[config.mk]
export PLATFORM = sky130hd
export DESIGN_NAME = regfile_access_ctrl
export DESIGN_NICKNAME = d
export VERILOG_FILES = /design/src/rtl/regfile_access_ctrl_pkg.sv /design/src/rtl/regfile_access_ctrl.sv
export SDC_FILE = /design/constraint.sdc
export NUM_CORES = 1
export LEC_CHECK = 0
export ABC_AREA = 1
export ABC_CLOCK_PERIOD_IN_PS = 6400
export BUFFER_PORTS_ARGS = -buffer_cell sky130_fd_sc_hd__clkbuf_2
export CAP_MARGIN = 0
export CORE_ASPECT_RATIO = 1.5
export CORE_MARGIN = 2
export CORE_UTILIZATION = 45
export CTS_CLUSTER_DIAMETER = 120
export DETAILED_ROUTE_END_ITERATION = 8
export PLACE_DENSITY = 0.82
export SKIP_LAST_GASP = 1
export SYNTH_ARGS = -nofsm -noshare
export SYNTH_HDL_FRONTEND = slang
export SYNTH_SLANG_ARGS = --single-unit
[constraint.sdc]
create_clock -name clk -period 6.4 [get_ports clk]
set_input_delay 1.92 -clock clk [delete_from_list [all_inputs] [get_ports clk]]
set_output_delay 1.92 -clock clk [all_outputs]
set_load 0.03 [all_outputs]
[src/rtl/regfile_access_ctrl_pkg.sv]
// rtl/regfile_access_ctrl_pkg.sv - shared constants and state encoding for the register-file access controller
package regfile_access_ctrl_pkg;

  // Default geometry: 32 registers of 32 bits.
  localparam int DEF_DATA_W = 32;
  localparam int DEF_ADDR_W = 5;

  // Register index that is hard-wired to zero: never written, always reads 0.
  localparam int ZERO_REG = 0;

  // Controller state encoding.
  typedef logic [2:0] ctrl_state_t;

  localparam ctrl_state_t ST_IDLE  = 3'd0;
  localparam ctrl_state_t ST_RD_RS = 3'd1;
  localparam ctrl_state_t ST_RD_RT = 3'd2;
  localparam ctrl_state_t ST_LAST  = 3'd3;
  localparam ctrl_state_t ST_RESP  = 3'd4;

  // The array port is free for a writeback in every state that issues no read.
  function automatic logic state_wb_open(input ctrl_state_t s);
    return (s == ST_IDLE) || (s == ST_LAST) || (s == ST_RESP);
  endfunction

endpackage

[src/rtl/regfile_access_ctrl.sv]
// rtl/regfile_access_ctrl.sv - two-operand read sequencer with writeback priority and bypass onto a single-port array
module regfile_access_ctrl
  import regfile_access_ctrl_pkg::*;
#(
  parameter int DATA_W = DEF_DATA_W,
  parameter int ADDR_W = DEF_ADDR_W
) (
  input  logic              clk,
  input  logic              rst,
  input  logic              req_valid,
  output logic              req_ready,
  input  logic [ADDR_W-1:0] req_rs,
  input  logic [ADDR_W-1:0] req_rt,
  output logic              rsp_valid,
  input  logic              rsp_ready,
  output logic [DATA_W-1:0] rsp_rs_data,
  output logic [DATA_W-1:0] rsp_rt_data,
  input  logic              wb_valid,
  output logic              wb_ready,
  input  logic [ADDR_W-1:0] wb_rd,
  input  logic [DATA_W-1:0] wb_data,
  output logic              mem_en,
  output logic              mem_we,
  output logic [ADDR_W-1:0] mem_addr,
  output logic [DATA_W-1:0] mem_wdata,
  input  logic [DATA_W-1:0] mem_rdata
);

  localparam logic [ADDR_W-1:0] ZERO_IDX = ADDR_W'(ZERO_REG);

  ctrl_state_t       r_state;
  ctrl_state_t       w_state_nxt;
  logic [ADDR_W-1:0] r_rs;
  logic [ADDR_W-1:0] r_rt;
  logic [DATA_W-1:0] r_rs_data;
  logic [DATA_W-1:0] r_rt_data;

  logic w_req_fire;
  logic w_rsp_fire;
  logic w_wb_fire;
  logic w_wb_nonzero;
  logic w_byp_window;
  logic w_byp_rs;
  logic w_byp_rt;
  logic w_rs_zero;
  logic w_rt_zero;

  assign w_req_fire   = req_valid && req_ready;
  assign w_rsp_fire   = rsp_valid && rsp_ready;
  assign w_wb_fire    = wb_valid && wb_ready;
  assign w_wb_nonzero = (wb_rd != ZERO_IDX);
  assign w_rs_zero    = (r_rs == ZERO_IDX);
  assign w_rt_zero    = (r_rt == ZERO_IDX);

  // A write landing after the operand reads were issued must overwrite the stale copy.
  assign w_byp_window = (r_state == ST_LAST) || (r_state == ST_RESP);
  assign w_byp_rs     = w_byp_window && w_wb_fire && w_wb_nonzero && (wb_rd == r_rs);
  assign w_byp_rt     = w_byp_window && w_wb_fire && w_wb_nonzero && (wb_rd == r_rt);

  // Writeback wins over a new request in IDLE; nothing is accepted while reset is held.
  assign req_ready = !rst && (r_state == ST_IDLE) && !wb_valid;
  assign wb_ready  = !rst && wb_valid && state_wb_open(r_state);
  assign rsp_valid = !rst && (r_state == ST_RESP);

  assign rsp_rs_data = r_rs_data;
  assign rsp_rt_data = r_rt_data;

  // Next-state: fixed four-cycle read walk, then hold in RESP until the consumer takes it.
  always_comb begin
    w_state_nxt = r_state;
    case (r_state)
      ST_IDLE:  if (w_req_fire) w_state_nxt = ST_RD_RS;
      ST_RD_RS: w_state_nxt = ST_RD_RT;
      ST_RD_RT: w_state_nxt = ST_LAST;
      ST_LAST:  w_state_nxt = ST_RESP;
      ST_RESP:  if (w_rsp_fire) w_state_nxt = ST_IDLE;
      default:  w_state_nxt = ST_IDLE;
    endcase
  end

  // State register.
  always_ff @(posedge clk or posedge rst) begin
    if (rst) begin
      r_state <= ST_IDLE;
    end else begin
      r_state <= w_state_nxt;
    end
  end

  // Operand indices are latched on request accept and held through the response.
  always_ff @(posedge clk or posedge rst) begin
    if (rst) begin
      r_rs <= '0;
      r_rt <= '0;
    end else if (w_req_fire) begin
      r_rs <= req_rs;
      r_rt <= req_rt;
    end
  end

  // rs data: captured when its read returns, later overridden by a matching writeback.
  always_ff @(posedge clk or posedge rst) begin
    if (rst) begin
      r_rs_data <= '0;
    end else if (r_state == ST_RD_RT) begin
      r_rs_data <= w_rs_zero ? '0 : mem_rdata;
    end else if (w_byp_rs) begin
      r_rs_data <= wb_data;
    end
  end

  // rt data: a writeback in LAST beats the in-flight read of the old value.
  always_ff @(posedge clk or posedge rst) begin
    if (rst) begin
      r_rt_data <= '0;
    end else if (w_byp_rt) begin
      r_rt_data <= wb_data;
    end else if (r_state == ST_LAST) begin
      r_rt_data <= w_rt_zero ? '0 : mem_rdata;
    end
  end

  // Array port: reads in RD_RS/RD_RT, otherwise an accepted writeback; index 0 is never written.
  always_comb begin
    mem_en    = 1'b0;
    mem_we    = 1'b0;
    mem_addr  = '0;
    mem_wdata = '0;
    if (!rst) begin
      case (r_state)
        ST_RD_RS: begin
          mem_en   = 1'b1;
          mem_addr = r_rs;
        end
        ST_RD_RT: begin
          mem_en   = 1'b1;
          mem_addr = r_rt;
        end
        default: begin
          if (w_wb_fire) begin
            mem_en    = 1'b1;
            mem_we    = w_wb_nonzero;
            mem_addr  = wb_rd;
            mem_wdata = wb_data;
          end
        end
      endcase
    end
  end

endmodule
==> impl_metrics.toml <==
[status]
outcome = "complete, no violations"

[routing]
met1_length_um = 5570
wirelength_um = 14100
top_layer_used = "met4"
dr.pass1.iters = 5
vias = 4935
detail-route-antenna-nets = 0
route.met3.wl_um = 903
routedWlPerCell_um = 14.9
drt_iter0_drc = 268
vias_per_cell = 5.23
met2_wirelength_um = 7250
drc = 0

[synthesis]
yosys_warnings = 0
ys_ff_latch = 77
synth_ff_type = "dfrtp_1"
synthArstFlopShare_pct = 100
syn_area_um2 = 4450
ys_seq_area_share_pct = 43.3
syn_nets = 743
ys_types = 20
netlist_instances = 659
avgSynthCellArea_um2 = 6.76
synth_enable_flop_cells = 0

[setup_path]
rr_startpoint = "r_state[0]"
cp_data_required_time_ns = 4.48
crit_type = "input pin to output pin"
worst_setup_path_start_kind = "input pin"
reg2reg_to = "rsp_rs_data[26]"
reg2reg_setup_slack_ns = 2.95
arrival_ns = 3.21
crit_chain = "clkbuf_2 > nor2_1 > o21ai_4 > o21ai_0 > inv_1 > nor2_1 > clkbuf_2"
cp_max_fo = 36
critPathSlowestCell = "o21ai_4"
ff2ff_path_depth = 9
slowest_delay_ns = 0.36
end_kind = "output pin"

[sta]
setup_viol = 0
finalCriticalPeriod_ns = 5.13
rsz0062_at_grt = "false"
fmax_mhz = 195
hold_violations = 0
final.setup.tns_ns = 0
tightest_slew_ns = 1.19
finalCritPeriodShare_pct = 80.2
slew_headroom_pct = 20.6
maxSlewViolCount = 0
skew_ns = 0.00542

[clock_network]
clock-root-buffer = "clkbuf_16"
h-tree-depth = 3
clk_latency_ns = 0.33
clockBufferDepth = 2
cts_resized = 0
numCtsBuffers = 9
cts_hold_buf = 0
post_cts_buffers = 0
numClockSinks = 77
tritoncts = "done"
path_clk_slew_ns = 0.06

[die]
core_um2 = 9630
die_area_um2 = 10700
num_io_pins = 190
start_util_pct = 46.2
rows = 44
fp.dieW_um = 85.2
dieHeight_um = 126

[cells_and_area]
drive_gt1_share_pct = 26.3
fin_nets = 907
regArea_um2 = 1930
layout_common_cells = "nand2_1 (237), clkbuf_2 (189), nand3_1 (138)"
layout.cells.most_common = "nand2_1"
nFillCells = 960
area_growth_pct = 27.5
diodes = 0
postLayoutCellArea_um2 = 5680
multi_input_area_um2 = 2150

[global_route]
grt_first_pass_wirelength_um = 22300
grt_max_degree = 67
track_usage_pct = 25.9
antenna_found_initial = 0
grt_pass1_vias = 4593
grt-ovfl-total = 0

[hold_path]
hp-class = "register to register"
hold_path_end = "rsp_rs_data[28]"
whs_path_depth = 2
hp-start = "rsp_rs_data[28]"

[power]
switching_share_pct = 50.6
total_switching_power_uw = 1480
seq_power_share_pct = 29.8
leakage_uw = 0.00337
combPwrFrac_pct = 54.0
clockPowerShare_pct = 16.2
vdd_ir_drop_max_mv = 0.324
powerDensity_nw_per_um2 = 514
p_int_uw = 1440

[flow_run]
maxCapViolCount = 0

[placement]
dp_hpwl_um = 9540
numPortBuffers = 189
post_dp_cell_area_um2 = 5410
place.gp.congestion = 0.945
[how the worst max path moves through the flow]
| stage | end | cells past startpoint | startpoint |
|---|---|---|---|
| after floorplan | mem_addr[1] | 3 | rst |
| after global placement | mem_addr[0] | 7 | rst |
| after detailed placement | mem_addr[0] | 7 | rst |
| after CTS | mem_addr[0] | 7 | rst |
| after global routing | mem_addr[0] | 7 | rst |
| final | mem_addr[3] | 7 | rst |
[metrics by stage]
stage	power, µW	instances	setup WS, ns	util [%]	hold WS [ns]
after detailed placement	2450	927	1.28	56.1	0.492
after global placement	2420	927	1.31	56.1	0.489
final	2920	943	1.27	58.9	0.503
after global routing	3120	943	1.10	58.9	0.528
after CTS	2930	943	1.28	58.9	0.507
after floorplan	1990	659	0.428	-	0.512
[metal layers]
layer	vias up	GRT usage, %
met4	0	10.4
li1	2415	-
met3	29	4.00
met5	-	0
met2	222	45.5
met1	2269	31.2
[state kept, by name, indices dropped and copies added (netlist names)]
signal       flops
r_rt             5
r_rs             5
r_state          3
rsp_rt_data     32
rsp_rs_data     32
[worst max-delay path, delay by kind of cell]
family | cells | cell delay [ns]
compound gates | 2 | 0.63
buf+inv | 3 | 0.50
simple gates | 2 | 0.15
[kinds of logic (layout without fill, tap and decap cells)]
kind of cell,count (synthesis),count (layout),share of synthesized area [%]
XOR/XNOR,6,6,1.18
AO/OA/AOI/OAI,49,49,5.76
buffers and inverters,94,263,8.63
flip-flops,77,77,43.3
AND/OR/NAND/NOR,433,433,41.2
[cells in the mapped netlist (2+ instances only)]
cell type,n,area share (%)
buf_1,6,0.51
buf_2,13,1.5
buf_4,4,0.67
clkbuf_1,18,1.5
dfrtp_1,77,43
inv_1,53,4.5
nand2_1,237,20
nand2_2,5,0.70
nand3_1,138,16
nor2_1,49,4.1
o21ai_0,44,4.9
o22ai_1,2,0.28
xnor2_1,6,1.2
[area by class of cell]
class	count	share of cell area, %
Clock buffer	15	4.71
Clock inverter	1	0.0881
Inverter	53	3.53
Multi-Input combinational cell	488	37.9
Sequential cell	77	33.9
Tap cell	115	2.53
Timing Repair Buffer	194	17.3
[power by group through the flow]
stage          combinational, µW  sequential [µW]  clock, µW
3_5_place_dp                1580              875          0
4_1_cts                     1580              868        480
3_3_place_gp                1550              869          0
2_1_floorplan                771             1220          0
6_report                    1580              871        472
5_1_grt                     1730              895        498
Power figures use the tool's default switching activity.
